`src/rtl/mips_timer.sv`:
```
`default_nettype none
// ============================================================================
// Module   : mips_timer
// Brief    : Memory-mapped 32-bit timer/counter on the CPU data bus, with
//            prescaler, compare match, sticky match flag and level IRQ.
// Revision : 1.0  initial release
// ============================================================================
module mips_timer #(
    parameter int          ADDR_W    = 4,
    parameter logic [31:0] RESET_CMP = 32'hFFFF_FFFF
) (
    input  logic              clk,
    input  logic              reset,
    input  logic              cs,
    input  logic              we,
    input  logic [ADDR_W-1:0] addr,
    input  logic [31:0]       wdata,
    output logic [31:0]       rdata,
    output logic              irq
);

    localparam logic [1:0] c_reg_ctrl    = 2'd0;
    localparam logic [1:0] c_reg_count   = 2'd1;
    localparam logic [1:0] c_reg_compare = 2'd2;
    localparam logic [1:0] c_reg_status  = 2'd3;

    logic        r_en;
    logic        r_autoreload;
    logic        r_irqen;
    logic [7:0]  r_presc;
    logic [7:0]  r_prescaler;
    logic [31:0] r_count;
    logic [31:0] r_compare;
    logic        r_match;

    logic        w_hi_zero;
    logic [1:0]  w_sel;
    logic        w_wr;
    logic        w_rd;
    logic        w_wr_ctrl;
    logic        w_wr_count;
    logic        w_wr_compare;
    logic        w_wr_status;
    logic        w_tick;
    logic        w_hit_cmp;
    logic [31:0] w_rdata;
    logic        w_unused;

    // Offsets beyond the four word registers only decode when the window is wider.
    generate
        if (ADDR_W > 4) begin : g_addr_hi
            assign w_hi_zero = ~|addr[ADDR_W-1:4];
        end else begin : g_addr_narrow
            assign w_hi_zero = 1'b1;
        end
    endgenerate

    assign w_sel        = addr[3:2];
    assign w_wr         = cs & we & w_hi_zero;
    assign w_rd         = cs & ~we & w_hi_zero;
    assign w_wr_ctrl    = w_wr & (w_sel == c_reg_ctrl);
    assign w_wr_count   = w_wr & (w_sel == c_reg_count);
    assign w_wr_compare = w_wr & (w_sel == c_reg_compare);
    assign w_wr_status  = w_wr & (w_sel == c_reg_status);

    assign w_tick    = r_en & (r_prescaler == r_presc);
    assign w_hit_cmp = (r_count == r_compare);

    assign w_unused = ^{wdata[31:16], wdata[7:3], addr[1:0]};

    always_ff @(posedge clk or posedge reset) begin
        if (reset) begin
            r_en         <= 1'b0;
            r_autoreload <= 1'b0;
            r_irqen      <= 1'b0;
            r_presc      <= 8'd0;
        end else if (w_wr_ctrl) begin
            r_en         <= wdata[0];
            r_autoreload <= wdata[1];
            r_irqen      <= wdata[2];
            r_presc      <= wdata[15:8];
        end else if (w_tick && w_hit_cmp && !r_autoreload) begin
            // One-shot: stop on the matching tick.
            r_en <= 1'b0;
        end
    end

    always_ff @(posedge clk or posedge reset) begin
        if (reset) begin
            r_prescaler <= 8'd0;
        end else if (w_wr_count) begin
            r_prescaler <= 8'd0;
        end else if (r_en) begin
            r_prescaler <= w_tick ? 8'd0 : r_prescaler + 8'd1;
        end
    end

    always_ff @(posedge clk or posedge reset) begin
        if (reset) begin
            r_count <= 32'd0;
        end else if (w_wr_count) begin
            r_count <= wdata;
        end else if (w_tick) begin
            if (w_hit_cmp) begin
                if (r_autoreload) begin
                    r_count <= 32'd0;
                end
            end else begin
                r_count <= r_count + 32'd1;
            end
        end
    end

    always_ff @(posedge clk or posedge reset) begin
        if (reset) begin
            r_compare <= RESET_CMP;
        end else if (w_wr_compare) begin
            r_compare <= wdata;
        end
    end

    // A match raised on this edge outranks a simultaneous clear request.
    always_ff @(posedge clk or posedge reset) begin
        if (reset) begin
            r_match <= 1'b0;
        end else if (w_tick && w_hit_cmp) begin
            r_match <= 1'b1;
        end else if (w_wr_status && wdata[0]) begin
            r_match <= 1'b0;
        end
    end

    always_comb begin
        w_rdata = 32'd0;
        if (w_rd) begin
            case (w_sel)
                c_reg_ctrl:    w_rdata = {16'd0, r_presc, 5'd0, r_irqen, r_autoreload, r_en};
                c_reg_count:   w_rdata = r_count;
                c_reg_compare: w_rdata = r_compare;
                c_reg_status:  w_rdata = {31'd0, r_match};
                default:       w_rdata = 32'd0;
            endcase
        end
    end

    assign rdata = w_rdata;
    assign irq   = r_match & r_irqen;

endmodule
`default_nettype wire

```
`config.mk`:
```
export PLATFORM = sky130hd
export DESIGN_NAME = mips_timer
export DESIGN_NICKNAME = d
export VERILOG_FILES = /design/src/rtl/mips_timer.sv
export SDC_FILE = /design/constraint.sdc
export NUM_CORES = 1
export LEC_CHECK = 0
export BUFFER_PORTS_ARGS = -buffer_cell sky130_fd_sc_hd__buf_2
export CAP_MARGIN = 10
export CORE_MARGIN = 5
export CORE_UTILIZATION = 56
export CTS_BUF_LIST = sky130_fd_sc_hd__clkbuf_4 sky130_fd_sc_hd__clkbuf_8
export DETAILED_ROUTE_END_ITERATION = 8
export PLACE_DENSITY_LB_ADDON = 0.3
export SYNTH_ARGS = -nofsm -noshare
export SYNTH_HDL_FRONTEND = slang
export SYNTH_SLANG_ARGS = --single-unit
```
`constraint.sdc`:
```
create_clock -name clk -period 6.95 [get_ports clk]
set_input_delay 0.695 -clock clk [delete_from_list [all_inputs] [get_ports clk]]
set_output_delay 0.695 -clock clk [all_outputs]
set_load 0.05 [all_outputs]
```
==> qor.yml <==
track_usage: 0.256
cts_tree: "yes"
first_pass_iters: 5
cts_hold_buf: 0
start_kind: "primary input"
arrival_ns: 3.72
grt_max_degree: 85
cp.required_ns: 7.19
yosysTopAreaCell: "dfrtp_1"
drcViolationCount: 0
wirelength_um: 14500
antenna_found_initial: 0
fp.dieH_um: 108
synth_edf_count: 0
max_slew_margin: 0.268
antenna_cells: 0
path_max_fanout: 23
synth_ff_type: "dfrtp_1"
clock_tree.root_cell: "clkbuf_8"
grt_first_pass_wirelength_um: 23600
clock_latency_ns: 0.36
clkSinkCount: 84
top_usage_layer: "met2"
end_kind: "flip-flop"
layout-drive-gt1-share: 0.295
grt_remaining_overflow: 0
die_w_um: 108
numCtsBuffers: 9
hp-class: "flip-flop to flip-flop"
drt_iter0_drc: 429
use_met3: 0.0300
clock_skew_ns: 0.0139
clkTransAtPathRegs_ns: 0.08
worst_pin_slew_ns: 1.10
min_period_over_period: 0.501
setup_viol: 0
ctsResizeCount: 0
fmax_ghz: 0.287
static-leakage-power_nw: 2.42
antenna_left: 0
slew_viol_final: 0
period_minus_slack_ns: 3.48
hold_violations: 0
syn-num-nets: 627
use_met2: 0.398
gp_congestion: 0.970
synth_cells: 585
io_buffers: 70
path_class: "primary input to flip-flop"
gr-usage-met1: 0.369
cts_buffer_depth: 2
synthArstFlopShare: 1.00
fin_setup_tns_ns: 0
grt_pass1_vias: 4578
ys_types: 58
synth_top_area_share: 0.244
rsz0062_at_grt: "false"
status: "finished clean"
rows: 35
synth_warnings: 0
holdWs_ns: 0.520
ys_seq_area_frac: 0.401
cts_setup_buffers: 0
viasPerCell: 6.32
final_common_cell: "buf_2"
ioPinCount: 73
h-tree-depth: 3
start_util: 0.575
peakVddDrop_v: 0.000145
nets: 667
power_density_mw_per_mm2: 269
drv_cap: 0
wire_per_inst_um: 19.1
syn_area_mm2: 0.00534
ys_ff_latch: 84
dp_hpwl_um: 10100
die_area_mm2: 0.0116
final_util: 0.634
mostFrequentLayoutCells: "70 x buf_2, 67 x nor2_1, 52 x dfrtp_1"
synthToLayoutAreaGrowth_pct: 10.3
synthTopCellsByArea: "dfrtp_1 24%, dfstp_2 16%, mux2_2 8.7%"
syn_area_per_cell_um2: 9.12
vias: 4796
core_mm2: 0.00928
==> cells in the mapped netlist (4+ instances only) <==
| cell type | count |
|---|---|
| a211o_1 | 6 |
| a21oi_1 | 21 |
| a221o_1 | 7 |
| a22oi_1 | 23 |
| a31oi_1 | 6 |
| and2_1 | 9 |
| and3_1 | 5 |
| buf_2 | 14 |
| clkbuf_1 | 29 |
| dfrtp_1 | 52 |
| dfstp_2 | 32 |
| inv_1 | 6 |
| mux2_2 | 41 |
| mux2i_1 | 11 |
| nand2_1 | 43 |
| nand2b_1 | 4 |
| nand3_1 | 21 |
| nand4_1 | 22 |
| nor2_1 | 67 |
| nor2b_1 | 4 |
| nor3_1 | 7 |
| nor3b_1 | 4 |
| nor4_1 | 7 |
| o21ai_0 | 32 |
| o22ai_1 | 6 |
| o31ai_1 | 6 |
| or2_2 | 5 |
| xnor2_1 | 33 |
| xor2_1 | 8 |
==> flip-flops by register name (all words and copies together), names as in the netlist <==
| name | cells |
|---|---|
| r_autoreload | 1 |
| r_irqen | 1 |
| r_presc | 8 |
| r_compare | 32 |
| r_count | 32 |
| r_prescaler | 8 |
| r_match | 1 |
| r_en | 1 |
==> stage by stage <==
| stage | power (mW) | setup WS, ns | instances | instance area [um^2] |
|---|---|---|---|---|
| finish | 1.58 | 3.47 | 759 | 5880 |
| global route | 1.67 | 3.28 | 759 | 5880 |
| CTS | 1.58 | 3.52 | 759 | 5880 |
| detailed placement | 1.26 | 3.17 | 743 | 5710 |
| global placement | 1.24 | 3.23 | 743 | 5710 |
| floorplan | 1.12 | 4.05 | 585 | 5340 |
==> routing by layer <==
metal	vias to the layer above	share of wire	routed length, um
met5	-	0	0
met2	271	0.45	6580
met4	0	0.025	358
li1	2209	-	-
met1	2282	0.43	6260
met3	34	0.091	1320
==> path summary, 6_finish.rpt <==
| path | start | slack, ns | depth (start not counted) | end |
|---|---|---|---|---|
| max reg2reg | r_prescaler[4] | 3.78 | 7 | r_count[13] |
| min in group asynchronous | reset | 0.67 | 3 | r_presc[0] |
| min reg2reg | r_prescaler[7] | 0.52 | 1 | r_prescaler[7] |
| max | addr[2] | 3.47 | 8 | r_count[13] |
| max in group asynchronous | reset | 5.58 | 3 | r_count[22] |
| min | r_prescaler[7] | 0.52 | 1 | r_prescaler[7] |
==> logic make-up after synthesis <==
family,share of synthesized area
compound gates,0.172
xor+xnor,0.0673
fa+ha+maj,0.00469
buf+inv,0.0441
flops,0.401
mux,0.111
simple gates,0.199
==> layout make-up <==
cell class / instances / area, um^2
fill: 810 / 3400
timing repair buffer: 79 / 418
sequential: 84 / 2140
clock inverter: 3 / 15.0
inverter: 6 / 23.8
clock buffer: 13 / 160
multi-input combinational: 445 / 2960
tap: 129 / 161
==> critical path: stages <==
cell,delay [ns]
buf_2,0.37
nor2b_1,0.19
buf_4,0.28
nor2b_2,0.78
buf_4,0.40
o31a_1,0.49
o21ai_0,0.18
a221o_1,0.31
==> power by group <==
group	total (mW)	leakage [nW]	switching [mW]	internal, mW
sequential	0.788	0.936	0.161	0.628
combinational	0.470	1.39	0.254	0.216
clock	0.326	0.0974	0.176	0.150
Note: power is estimated with default switching activity, not from simulation.
